### config.mk
export PLATFORM = sky130hd
export DESIGN_NAME = hazard_sched_ctrl_flat
export DESIGN_NICKNAME = d
export VERILOG_FILES = /design/src/rtl/hazard_sched_ctrl_pkg.sv /design/src/rtl/hazard_sched_ctrl_if.sv /design/src/rtl/hazard_sched_ctrl_md_busy_sched.sv /design/src/rtl/hazard_sched_ctrl.sv /design/src/flat_wrapper.sv
export SDC_FILE = /design/constraint.sdc
export NUM_CORES = 1
export LEC_CHECK = 0
export ABC_CLOCK_PERIOD_IN_PS = 3800
export CORE_UTILIZATION = 40
export DETAILED_ROUTE_END_ITERATION = 16
export PLACE_DENSITY = 0.7
export SLEW_MARGIN = 10
export SYNTH_ARGS = -nofsm -noshare
export SYNTH_HDL_FRONTEND = slang
export SYNTH_HIERARCHICAL = 1
export SYNTH_SLANG_ARGS = --single-unit
### constraint.sdc
create_clock -name clk -period 3.8 [get_ports clk]
set_input_delay 0.57 -clock clk [delete_from_list [all_inputs] [get_ports clk]]
set_output_delay 0.57 -clock clk [all_outputs]
set_load 0.03 [all_outputs]
### src/rtl/hazard_sched_ctrl_pkg.sv
// Shared constants, state encodings and small hazard helpers for the
// 5-stage MIPS hazard controller.
package hazard_sched_ctrl_pkg;

    localparam logic [1:0] FWD_RF = 2'd0;
    localparam logic [1:0] FWD_M  = 2'd1;
    localparam logic [1:0] FWD_W  = 2'd2;
    localparam logic [1:0] FWD_E  = 2'd3;

    localparam logic [1:0] TUSE_NONE = 2'd3;

    localparam logic [1:0] T_NOW  = 2'd0;
    localparam logic [1:0] T_ALU  = 2'd1;
    localparam logic [1:0] T_LOAD = 2'd2;

    typedef enum logic {
        MD_IDLE = 1'b0,
        MD_BUSY = 1'b1
    } md_state_e;

    // $0 is hard-wired, so a producer writing it never matches a consumer.
    function automatic logic src_hit(input logic [4:0] cons, input logic [4:0] prod,
                                     input logic we);
        return we && (prod != 5'd0) && (cons == prod);
    endfunction

    function automatic logic tuse_late(input logic [1:0] tuse, input logic [1:0] tnew);
        return (tuse != TUSE_NONE) && (tuse < tnew);
    endfunction

    function automatic logic [1:0] fwd_pick(input logic e_ok, input logic m_ok,
                                            input logic w_ok);
        logic [1:0] sel;
        if (e_ok) begin
            sel = FWD_E;
        end else if (m_ok) begin
            sel = FWD_M;
        end else if (w_ok) begin
            sel = FWD_W;
        end else begin
            sel = FWD_RF;
        end
        return sel;
    endfunction

endpackage

### src/rtl/hazard_sched_ctrl_if.sv
// Pipeline-to-hazard-controller signal bundle: stage register/timing info in,
// stall and forwarding selects out.
interface hazard_sched_ctrl_if #(
    parameter int PERF_W = 32
);
    logic [4:0]        D_rs, D_rt;
    logic [1:0]        D_tuse_rs, D_tuse_rt;
    logic              D_is_md;
    logic [4:0]        E_rs, E_rt;
    logic [4:0]        E_wa, M_wa, W_wa;
    logic              E_regwrite, M_regwrite, W_regwrite;
    logic [1:0]        E_tnew, M_tnew;
    logic              E_md_start, E_md_div;
    logic              stall, md_busy;
    logic [1:0]        D_fwd_rs, D_fwd_rt, E_fwd_rs, E_fwd_rt;
    logic              M_fwd_rt;
    logic [PERF_W-1:0] stall_count;

    modport master (
        output D_rs, D_rt, D_tuse_rs, D_tuse_rt, D_is_md, E_rs, E_rt,
               E_wa, M_wa, W_wa, E_regwrite, M_regwrite, W_regwrite,
               E_tnew, M_tnew, E_md_start, E_md_div,
        input  stall, md_busy, D_fwd_rs, D_fwd_rt, E_fwd_rs, E_fwd_rt,
               M_fwd_rt, stall_count
    );

    modport slave (
        input  D_rs, D_rt, D_tuse_rs, D_tuse_rt, D_is_md, E_rs, E_rt,
               E_wa, M_wa, W_wa, E_regwrite, M_regwrite, W_regwrite,
               E_tnew, M_tnew, E_md_start, E_md_div,
        output stall, md_busy, D_fwd_rs, D_fwd_rt, E_fwd_rs, E_fwd_rt,
               M_fwd_rt, stall_count
    );
endinterface

### src/rtl/hazard_sched_ctrl_md_busy_sched.sv
// Mult/div occupancy scheduler: counts down the fixed unit latency after an
// issue so HI/LO consumers in D can be held off.
module md_busy_sched
    import hazard_sched_ctrl_pkg::*;
#(
    parameter int MULT_CYCLES = 5,
    parameter int DIV_CYCLES  = 10,
    parameter int MD_CNT_W    = 4
) (
    input  logic clk,
    input  logic reset,
    input  logic md_start_i,
    input  logic md_div_i,
    output logic md_busy_o
);
    md_state_e             state_q, state_d;
    logic [MD_CNT_W-1:0]   cnt_q, cnt_d;

    // State and countdown registers.
    always_ff @(posedge clk) begin
        if (reset) begin
            state_q <= MD_IDLE;
            cnt_q   <= {MD_CNT_W{1'b0}};
        end else begin
            state_q <= state_d;
            cnt_q   <= cnt_d;
        end
    end

    // Next-state: a start while busy is dropped, D is already stalled then.
    always_comb begin
        state_d = state_q;
        cnt_d   = cnt_q;
        case (state_q)
            MD_IDLE: begin
                if (md_start_i) begin
                    state_d = MD_BUSY;
                    cnt_d   = md_div_i ? MD_CNT_W'(DIV_CYCLES) : MD_CNT_W'(MULT_CYCLES);
                end else begin
                    state_d = MD_IDLE;
                    cnt_d   = cnt_q;
                end
            end
            MD_BUSY: begin
                cnt_d = cnt_q - MD_CNT_W'(1);
                if (cnt_q == MD_CNT_W'(1)) begin
                    state_d = MD_IDLE;
                end else begin
                    state_d = MD_BUSY;
                end
            end
            default: begin
                state_d = MD_IDLE;
                cnt_d   = {MD_CNT_W{1'b0}};
            end
        endcase
    end

    assign md_busy_o = (state_q == MD_BUSY);

endmodule

// Checker: the pipeline must never present a new mult/div while the unit is busy.
module md_busy_chk (
    input logic clk,
    input logic reset,
    input logic md_start_i,
    input logic md_busy_i
);
    a_no_start_while_busy: assert property (
        @(posedge clk) disable iff (reset) md_start_i |-> !md_busy_i
    );
endmodule

### src/rtl/hazard_sched_ctrl.sv
// Hazard controller: Tuse/Tnew stall detection, forwarding selects, mult/div
// serialisation and a saturating stall-cycle counter.
module hazard_sched_ctrl
    import hazard_sched_ctrl_pkg::*;
#(
    parameter int MULT_CYCLES = 5,
    parameter int DIV_CYCLES  = 10,
    parameter int MD_CNT_W    = 4,
    parameter int PERF_W      = 32
) (
    input  logic               clk,
    input  logic               reset,
    hazard_sched_ctrl_if.slave hz
);
    logic              md_busy_s, data_stall_s, md_stall_s, stall_s;
    logic [1:0]        d_fwd_rs_s, d_fwd_rt_s, e_fwd_rs_s, e_fwd_rt_s;
    logic              m_fwd_rt_s;
    logic [4:0]        m_rt_q;
    logic [PERF_W-1:0] stall_count_q, stall_count_d;

    md_busy_sched #(
        .MULT_CYCLES (MULT_CYCLES),
        .DIV_CYCLES  (DIV_CYCLES),
        .MD_CNT_W    (MD_CNT_W)
    ) u_md_sched (
        .clk        (clk),
        .reset      (reset),
        .md_start_i (hz.E_md_start),
        .md_div_i   (hz.E_md_div),
        .md_busy_o  (md_busy_s)
    );

    md_busy_chk u_md_chk (
        .clk        (clk),
        .reset      (reset),
        .md_start_i (hz.E_md_start),
        .md_busy_i  (md_busy_s)
    );

    // Stall detection and forwarding selects; W has no Tnew since it always has its data.
    always_comb begin
        data_stall_s =
            (src_hit(hz.D_rs, hz.E_wa, hz.E_regwrite) && tuse_late(hz.D_tuse_rs, hz.E_tnew)) ||
            (src_hit(hz.D_rs, hz.M_wa, hz.M_regwrite) && tuse_late(hz.D_tuse_rs, hz.M_tnew)) ||
            (src_hit(hz.D_rt, hz.E_wa, hz.E_regwrite) && tuse_late(hz.D_tuse_rt, hz.E_tnew)) ||
            (src_hit(hz.D_rt, hz.M_wa, hz.M_regwrite) && tuse_late(hz.D_tuse_rt, hz.M_tnew));
        md_stall_s = hz.D_is_md && (md_busy_s || hz.E_md_start);

        d_fwd_rs_s = fwd_pick(src_hit(hz.D_rs, hz.E_wa, hz.E_regwrite) && (hz.E_tnew == T_NOW),
                              src_hit(hz.D_rs, hz.M_wa, hz.M_regwrite) && (hz.M_tnew == T_NOW),
                              src_hit(hz.D_rs, hz.W_wa, hz.W_regwrite));
        d_fwd_rt_s = fwd_pick(src_hit(hz.D_rt, hz.E_wa, hz.E_regwrite) && (hz.E_tnew == T_NOW),
                              src_hit(hz.D_rt, hz.M_wa, hz.M_regwrite) && (hz.M_tnew == T_NOW),
                              src_hit(hz.D_rt, hz.W_wa, hz.W_regwrite));
        e_fwd_rs_s = fwd_pick(1'b0,
                              src_hit(hz.E_rs, hz.M_wa, hz.M_regwrite) && (hz.M_tnew == T_NOW),
                              src_hit(hz.E_rs, hz.W_wa, hz.W_regwrite));
        e_fwd_rt_s = fwd_pick(1'b0,
                              src_hit(hz.E_rt, hz.M_wa, hz.M_regwrite) && (hz.M_tnew == T_NOW),
                              src_hit(hz.E_rt, hz.W_wa, hz.W_regwrite));
        m_fwd_rt_s = src_hit(m_rt_q, hz.W_wa, hz.W_regwrite);
    end

    // Output stage: everything except the perf counter reads zero in a reset cycle.
    always_comb begin
        if (reset) begin
            stall_s     = 1'b0;
            hz.md_busy  = 1'b0;
            hz.D_fwd_rs = FWD_RF;
            hz.D_fwd_rt = FWD_RF;
            hz.E_fwd_rs = FWD_RF;
            hz.E_fwd_rt = FWD_RF;
            hz.M_fwd_rt = 1'b0;
        end else begin
            stall_s     = data_stall_s || md_stall_s;
            hz.md_busy  = md_busy_s;
            hz.D_fwd_rs = d_fwd_rs_s;
            hz.D_fwd_rt = d_fwd_rt_s;
            hz.E_fwd_rs = e_fwd_rs_s;
            hz.E_fwd_rt = e_fwd_rt_s;
            hz.M_fwd_rt = m_fwd_rt_s;
        end
    end

    assign hz.stall       = stall_s;
    assign hz.stall_count = stall_count_q;

    // Saturating stall counter increment.
    always_comb begin
        if (stall_s && (stall_count_q != {PERF_W{1'b1}})) begin
            stall_count_d = stall_count_q + PERF_W'(1);
        end else begin
            stall_count_d = stall_count_q;
        end
    end

    // M-stage rt tracking and perf counter registers.
    always_ff @(posedge clk) begin
        if (reset) begin
            m_rt_q        <= 5'd0;
            stall_count_q <= {PERF_W{1'b0}};
        end else begin
            m_rt_q        <= hz.E_rt;
            stall_count_q <= stall_count_d;
        end
    end

endmodule

### src/flat_wrapper.sv
// flat-port wrapper written by rule: the top's interface ports become plain ports
module hazard_sched_ctrl_flat import hazard_sched_ctrl_pkg::*;
#(
    parameter int MULT_CYCLES = 5,
    parameter int DIV_CYCLES  = 10,
    parameter int MD_CNT_W    = 4,
    parameter int PERF_W      = 32
)
  (clk, reset, hz_D_rs, hz_D_rt, hz_D_tuse_rs, hz_D_tuse_rt, hz_D_is_md, hz_E_rs, hz_E_rt, hz_E_wa, hz_M_wa, hz_W_wa, hz_E_regwrite, hz_M_regwrite, hz_W_regwrite, hz_E_tnew, hz_M_tnew, hz_E_md_start, hz_E_md_div, hz_stall, hz_md_busy, hz_D_fwd_rs, hz_D_fwd_rt, hz_E_fwd_rs, hz_E_fwd_rt, hz_M_fwd_rt, hz_stall_count);
  hazard_sched_ctrl_if #(.PERF_W(PERF_W)) hz_i ();
  input  logic clk;
  input  logic reset;
  input wire logic [$bits(hz_i.D_rs)-1:0] hz_D_rs;
  input wire logic [$bits(hz_i.D_rt)-1:0] hz_D_rt;
  input wire logic [$bits(hz_i.D_tuse_rs)-1:0] hz_D_tuse_rs;
  input wire logic [$bits(hz_i.D_tuse_rt)-1:0] hz_D_tuse_rt;
  input wire logic [$bits(hz_i.D_is_md)-1:0] hz_D_is_md;
  input wire logic [$bits(hz_i.E_rs)-1:0] hz_E_rs;
  input wire logic [$bits(hz_i.E_rt)-1:0] hz_E_rt;
  input wire logic [$bits(hz_i.E_wa)-1:0] hz_E_wa;
  input wire logic [$bits(hz_i.M_wa)-1:0] hz_M_wa;
  input wire logic [$bits(hz_i.W_wa)-1:0] hz_W_wa;
  input wire logic [$bits(hz_i.E_regwrite)-1:0] hz_E_regwrite;
  input wire logic [$bits(hz_i.M_regwrite)-1:0] hz_M_regwrite;
  input wire logic [$bits(hz_i.W_regwrite)-1:0] hz_W_regwrite;
  input wire logic [$bits(hz_i.E_tnew)-1:0] hz_E_tnew;
  input wire logic [$bits(hz_i.M_tnew)-1:0] hz_M_tnew;
  input wire logic [$bits(hz_i.E_md_start)-1:0] hz_E_md_start;
  input wire logic [$bits(hz_i.E_md_div)-1:0] hz_E_md_div;
  output wire logic [$bits(hz_i.stall)-1:0] hz_stall;
  output wire logic [$bits(hz_i.md_busy)-1:0] hz_md_busy;
  output wire logic [$bits(hz_i.D_fwd_rs)-1:0] hz_D_fwd_rs;
  output wire logic [$bits(hz_i.D_fwd_rt)-1:0] hz_D_fwd_rt;
  output wire logic [$bits(hz_i.E_fwd_rs)-1:0] hz_E_fwd_rs;
  output wire logic [$bits(hz_i.E_fwd_rt)-1:0] hz_E_fwd_rt;
  output wire logic [$bits(hz_i.M_fwd_rt)-1:0] hz_M_fwd_rt;
  output wire logic [$bits(hz_i.stall_count)-1:0] hz_stall_count;
  assign hz_i.D_rs = hz_D_rs;
  assign hz_i.D_rt = hz_D_rt;
  assign hz_i.D_tuse_rs = hz_D_tuse_rs;
  assign hz_i.D_tuse_rt = hz_D_tuse_rt;
  assign hz_i.D_is_md = hz_D_is_md;
  assign hz_i.E_rs = hz_E_rs;
  assign hz_i.E_rt = hz_E_rt;
  assign hz_i.E_wa = hz_E_wa;
  assign hz_i.M_wa = hz_M_wa;
  assign hz_i.W_wa = hz_W_wa;
  assign hz_i.E_regwrite = hz_E_regwrite;
  assign hz_i.M_regwrite = hz_M_regwrite;
  assign hz_i.W_regwrite = hz_W_regwrite;
  assign hz_i.E_tnew = hz_E_tnew;
  assign hz_i.M_tnew = hz_M_tnew;
  assign hz_i.E_md_start = hz_E_md_start;
  assign hz_i.E_md_div = hz_E_md_div;
  assign hz_stall = hz_i.stall;
  assign hz_md_busy = hz_i.md_busy;
  assign hz_D_fwd_rs = hz_i.D_fwd_rs;
  assign hz_D_fwd_rt = hz_i.D_fwd_rt;
  assign hz_E_fwd_rs = hz_i.E_fwd_rs;
  assign hz_E_fwd_rt = hz_i.E_fwd_rt;
  assign hz_M_fwd_rt = hz_i.M_fwd_rt;
  assign hz_stall_count = hz_i.stall_count;
  hazard_sched_ctrl #(.MULT_CYCLES(MULT_CYCLES), .DIV_CYCLES(DIV_CYCLES), .MD_CNT_W(MD_CNT_W), .PERF_W(PERF_W)) u_core (.clk(clk), .reset(reset), .hz(hz_i));
endmodule
==> results of run 1 <==
## power breakdown
group	internal (mW)	switching (mW)
clock	0.127	0.147
sequential	0.450	0.0130
combinational	0.122	0.117
## timing repair
action,4_1_cts,5_1_grt
hold buffers,0,0
resized for setup,0,2
endpoints found under the setup margin,0,2
setup buffers,0,0
## cell usage in the layout, fill, tap and decap left out, types with 2 or more instances in the layout
master / netlist / routed
a211oi_1: 3 / 3
a21oi_1: 35 / 35
a31oi_1: 2 / 2
and2_1: 2 / 2
and3_1: 8 / 8
and4_1: 7 / 7
and4bb_1: 2 / 2
buf_4: 0 / 16
clkbuf_1: 17 / 2
clkbuf_8: 0 / 5
clkdlybuf4s50_1: 0 / 88
dfxtp_1: 42 / 42
dlymetal6s2s_1: 0 / 2
ha_1: 7 / 7
inv_1: 6 / 6
nand2_1: 14 / 14
nand3_1: 17 / 17
nand3b_1: 3 / 3
nand4_1: 17 / 17
nor2_1: 10 / 10
nor2b_1: 13 / 13
nor3_1: 11 / 11
nor3_2: 2 / 2
nor4_1: 8 / 8
o21ai_0: 29 / 29
o21ai_1: 2 / 2
o22a_1: 3 / 3
o31ai_1: 5 / 5
or2_2: 2 / 2
or3_1: 28 / 28
or4_1: 9 / 9
xnor2_1: 30 / 30
xor2_1: 25 / 25
## metrics by stage
stage / setup WS [ns] / utilization / area [sq um]
floorplan: 0.480 / - / 3000
global placement: 0.167 / 0.553 / 4010
detailed placement: 0.135 / 0.553 / 4010
CTS: 0.121 / 0.563 / 4090
global route: 0.0444 / 0.564 / 4090
finish: 0.174 / 0.564 / 4090
## cell type report
type,count,area share
multi-input cells,304,0.488
repair buffers,107,0.252
flip-flops and latches,42,0.206
well taps,99,0.0303
clock buffers,7,0.0187
inverters,6,0.00551
## worst max-delay path, cell delays in order
cell	delay, ns
clkdlybuf4s50_1	0.51
inv_1	0.08
ha_1	0.30
nor2b_1	0.14
o22a_1	0.17
or3_1	0.30
and4bb_1	0.23
nor2_1	0.09
clkdlybuf4s50_1	0.68
## sequential cells by signal (all words and copies together), names as in the netlist
signal                       cells
u_core/hz.stall_count           32
u_core/u_md_sched/cnt_q          4
u_core/u_md_sched/md_busy_o      1
u_core/m_rt_q                    5
## synth_stat cells, types with 8 or more instances
master / count
a21oi_1: 35
o21ai_0: 29
nor2_1: 10
nand3_1: 17
nor3_1: 11
nand4_1: 17
and3_1: 8
clkbuf_1: 17
nor2b_1: 13
nor4_1: 8
nand2_1: 14
dfxtp_1: 42
xnor2_1: 30
or4_1: 9
xor2_1: 25
or3_1: 28
## metal layers
layer / vias to the layer above / track usage / part of all wire / routed length, um
li1: 1553 / - / - / -
met1: 1431 / 0.279 / 0.46 / 3710
met2: 105 / 0.388 / 0.47 / 3850
met3: 12 / 0.0410 / 0.055 / 445
met4: 0 / 0.0616 / 0.017 / 136
met5: - / 0 / 0 / 0
## cell families after synthesis
group	Yosys count	share of synthesized area
simple gates	158	0.318
compound gates	83	0.153
xor+xnor	55	0.160
flops	42	0.280
buf+inv	34	0.0554
fa+ha+maj	7	0.0292
mux	1	0.00375
## path summary, 6_finish.rpt
| check | from | to | slack [ns] |
|---|---|---|---|
| worst min register to register | u_core/hz.stall_count[14] | u_core/hz.stall_count[14] | 0.50 |
| worst max-delay path | hz_E_tnew[1] | hz_stall | 0.17 |
| worst max register to register | u_core/hz.stall_count[0] | u_core/hz.stall_count[31] | 0.74 |
| worst min-delay path | u_core/hz.stall_count[14] | u_core/hz.stall_count[14] | 0.50 |
==> results.sh, run 1 <==
export IMPL_gr_total_overflow=0
export IMPL_clock_path_buffers=2
export IMPL_cts_root_buffer="clkbuf_8"
export IMPL_path_clk_slew_ns=0.08
export IMPL_gp_congestion=0.935
export IMPL_die_y_um=88.6
export IMPL_power_density_nw_per_um2=238
export IMPL_finalCritPeriodShare=0.954
export IMPL_io_pins=94
export IMPL_synthArstFlopShare=0
export IMPL_drive_above_1_share=0.0622
export IMPL_htreeDepth=2
export IMPL_vias_per_cell=5.49
export IMPL_fin_cells=565
export IMPL_finalHoldViolCount=0
export IMPL_fin_hold_ws_ns=0.501
export IMPL_drt_first_pass_iters=4
export IMPL_start_kind="primary input"
export IMPL_hold_depth=2
export IMPL_end_kind="output port"
export IMPL_final_antenna_net_count=0
export IMPL_synth_area_leaders="dfxtp_1 28%, xnor2_1 8.8%, xor2_1 7.3%"
export IMPL_seq_area_sq_um=841
export IMPL_status="finished clean"
export IMPL_drt_initial_drc_count=126
export IMPL_drv_slew=0
export IMPL_cp_data_required_time_ns=3.23
export IMPL_max_cap_violations=0
export IMPL_critPathArrivalTime_ns=3.06
export IMPL_grt_max_degree=64
export IMPL_slew_headroom=0.454
export IMPL_n_fill_cell=672
export IMPL_rr_worst_depth=7
export IMPL_core_area_sq_um=7250
export IMPL_rows=31
export IMPL_cts_sinks=42
export IMPL_area_growth_pct=36.2
export IMPL_worstPathMaxFanout=3
export IMPL_tightest_slew_ns=0.819
export IMPL_ys_warn_count=6
export IMPL_clock_latency_ns=0.29
export IMPL_grt_pass1_vias=3001
export IMPL_min_period_ns=3.63
export IMPL_cts_made_buffers=5
export IMPL_start_util=0.414
export IMPL_skew_ns=0.00479
export IMPL_fmax_mhz=276
export IMPL_via_count=3101
export IMPL_tritoncts="yes"
export IMPL_avgSynthCellArea_sq_um=7.90
export IMPL_dieArea_sq_um=7860
export IMPL_hold_class="reg -> reg"
export IMPL_antenna_found_initial=0
export IMPL_syn_area_sq_um=3000
export IMPL_drt_wl_total_um=8150
export IMPL_place_hpwl_um=6190
export IMPL_ys_seq_area_frac=0.280
export IMPL_diodes=0
export IMPL_die_width_um=88.6
export IMPL_grt_usage=0.222
export IMPL_synth_edff_count=0
export IMPL_routedWlPerCell_um=14.4
export IMPL_crit_type="in -> out"
export IMPL_multi_input_area_sq_um=2000
export IMPL_synth_top_flop_cell="dfxtp_1"
export IMPL_synth_top_cell_by_area="dfxtp_1"
export IMPL_ir_drop_v=0.000139
export IMPL_place_inst=558
export IMPL_nets=524
export IMPL_synth_nets=438
export IMPL_drc=0
export IMPL_fin_setup_tns_ns=0
export IMPL_p_total_mw=0.975
export IMPL_netlist_area_leader_share=0.280
export IMPL_grt_pass1_wl_um=13900
export IMPL_syn_inst=380
export IMPL_yosysUniqueCellTypes=41
export IMPL_p_leak_nw=1.37
export IMPL_synth_seq_cells=42
export IMPL_port_buffers=93
export IMPL_setup_viol=0
export IMPL_grt_setup_unrepaired="false"
Note: power is estimated with default switching activity, not from simulation.
==> inputs of run 2 (changes only) <==
--- a/config.mk
+++ b/config.mk
@@ -7,8 +7,10 @@
 export LEC_CHECK = 0
 export ABC_CLOCK_PERIOD_IN_PS = 3800
 export CORE_UTILIZATION = 40
+export CTS_CLUSTER_DIAMETER = 120
 export DETAILED_ROUTE_END_ITERATION = 16
 export PLACE_DENSITY = 0.7
+export SETUP_SLACK_MARGIN = 0.05
 export SLEW_MARGIN = 10
 export SYNTH_ARGS = -nofsm -noshare
 export SYNTH_HDL_FRONTEND = slang
==> results.sh, run 2 (same netlist as run 1, synthesis figures left out) <==
export IMPL_path_clk_slew_ns=0.08
export IMPL_final_common_cell="clkdlybuf4s50_1"
export IMPL_min_period_ns=3.57
export IMPL_met1Wirelength_um=3710
export IMPL_routedWlPerCell_um=14.4
export IMPL_area_growth_pct=36.4
export IMPL_drt_wl_total_um=8120
export IMPL_via_count=3098
export IMPL_die_width_um=88.6
export IMPL_p_sw_frac=0.284
export IMPL_drc=0
export IMPL_ir_drop_v=0.000139
export IMPL_skew_ns=0.00366
export IMPL_gp_congestion=0.935
export IMPL_grt_setup_unrepaired="false"
export IMPL_p_sw_mw=0.277
export IMPL_rows=31
export IMPL_grt_max_degree=64
export IMPL_drive_above_1_share=0.0622
export IMPL_dr_max_layer_used="met4"
export IMPL_dr_wl_met3_um=424
export IMPL_drt_first_pass_iters=4
export IMPL_gr_total_overflow=0
export IMPL_p_leak_nw=1.41
export IMPL_max_stage_delay_ns=0.69
export IMPL_core_area_sq_um=7250
export IMPL_tightest_slew_ns=0.809
export IMPL_drt_initial_drc_count=128
export IMPL_vias_per_cell=5.48
export IMPL_setup_viol=0
export IMPL_worstPathMaxFanout=5
export IMPL_fin_ws_ns=0.234
export IMPL_place_hpwl_um=6190
export IMPL_grt_pass1_wl_um=13900
export IMPL_drv_slew=0
export IMPL_cts_setup_buffers=0
export IMPL_cts_resized=0
export IMPL_wl_met2_um=3850
export IMPL_cts_sinks=42
export IMPL_path_common_cell="clkdlybuf4s50_1"
export IMPL_die_y_um=88.6
export IMPL_dieArea_sq_um=7860
export IMPL_clock_path_buffers=2
export IMPL_start_kind="primary input"
export IMPL_place_ws_ns=0.135
export IMPL_fin_setup_tns_ns=0
export IMPL_hold_class="reg -> reg"
export IMPL_cts_root_buffer="clkbuf_8"
export IMPL_tritoncts="yes"
export IMPL_final_antenna_net_count=0
export IMPL_htreeDepth=2
export IMPL_cp_data_required_time_ns=3.23
export IMPL_pwr_share_seq=0.475
export IMPL_fin_hold_ws_ns=0.501
export IMPL_fmax_mhz=280
export IMPL_mostFrequentLayoutCells="86 x clkdlybuf4s50_1, 42 x dfxtp_1, 35 x a21oi_1, 30 x xnor2_1, 29 x o21ai_0"
export IMPL_status="finished clean"
export IMPL_crit_type="in -> out"
export IMPL_cp_cell_sequence="clkdlybuf4s50_1, or4_1, o21ai_1, or3_1, or2_2, a21oi_1, clkdlybuf4s50_1"
export IMPL_hold_buffers=0
export IMPL_finalHoldViolCount=0
export IMPL_clock_latency_ns=0.29
export IMPL_pwr_share_clk=0.281
export IMPL_nets=524
export IMPL_cp_slowest_cell="clkdlybuf4s50_1"
export IMPL_critPathArrivalTime_ns=3.00
export IMPL_io_pins=94
export IMPL_diodes=0
export IMPL_end_kind="output port"
export IMPL_largest_reg_flops=32
export IMPL_utilization=0.565
export IMPL_p_total_mw=0.975
export IMPL_power_frac_comb=0.245
export IMPL_cts_made_buffers=5
export IMPL_p_int_mw=0.698
export IMPL_antenna_found_initial=0
export IMPL_finalCritPeriodShare=0.939
export IMPL_n_fill_cell=671
export IMPL_port_buffers=93
export IMPL_slew_headroom=0.461
export IMPL_grt_usage=0.222
export IMPL_power_density_nw_per_um2=238
export IMPL_grt_pass1_vias=3001
export IMPL_max_cap_violations=0
export IMPL_start_util=0.414
==> run 2: cell count changes in the layout (fill, tap and decap cells not counted) <==
cell,change
clkdlybuf4s50_1,-2
dlymetal6s2s_1,+2
==> run 2: metrics by stage <==
step / instances / area [sq um]
2_1_floorplan: 380 / 3000
3_3_place_gp: 558 / 4010
3_5_place_dp: 558 / 4010
4_1_cts: 565 / 4090
5_1_grt: 565 / 4100
6_report: 565 / 4100
==> run 2: final timing paths <==
path                                   from                         to  slack [ns]  cells past startpoint
setup / recovery                 hz_M_wa[4]             hz_D_fwd_rt[0]        0.23                      7
hold / removal    u_core/hz.stall_count[14]  u_core/hz.stall_count[14]        0.50                      2
setup reg to reg   u_core/hz.stall_count[0]  u_core/hz.stall_count[31]        0.75                      7
hold reg to reg   u_core/hz.stall_count[14]  u_core/hz.stall_count[14]        0.50                      2
==> run 2: layout make-up <==
type	count	area (sq um)	area share
Clock buffer	7	76.3	0.0186
Multi-Input combinational cell	304	2000	0.487
Inverter	6	22.5	0.00550
Sequential cell	42	841	0.205
Timing Repair Buffer	107	1040	0.253
Tap cell	99	124	0.0302
==> run 2: metal layers <==
| layer | vias up | track usage |
|---|---|---|
| li1 | 1552 | - |
| met1 | 1435 | 0.279 |
| met2 | 99 | 0.388 |
| met3 | 12 | 0.0410 |
| met4 | 0 | 0.0616 |
| met5 | - | 0 |
==> run 2: power groups by stage <==
stage | Combinational [mW] | Clock [mW] | Sequential [mW]
final | 0.239 | 0.274 | 0.463
after global routing | 0.264 | 0.303 | 0.465
after CTS | 0.238 | 0.283 | 0.463
after detailed placement | 0.237 | 0 | 0.473
after global placement | 0.235 | 0 | 0.472
after floorplan | 0.136 | 0 | 0.471
==> run 2: critical path: cells and delay by family <==
| kind | cells | cell delay, ns |
|---|---|---|
| buffers and inverters | 2 | 1.33 |
| AO/OA/AOI/OAI | 2 | 0.22 |
| AND/OR/NAND/NOR | 3 | 0.87 |
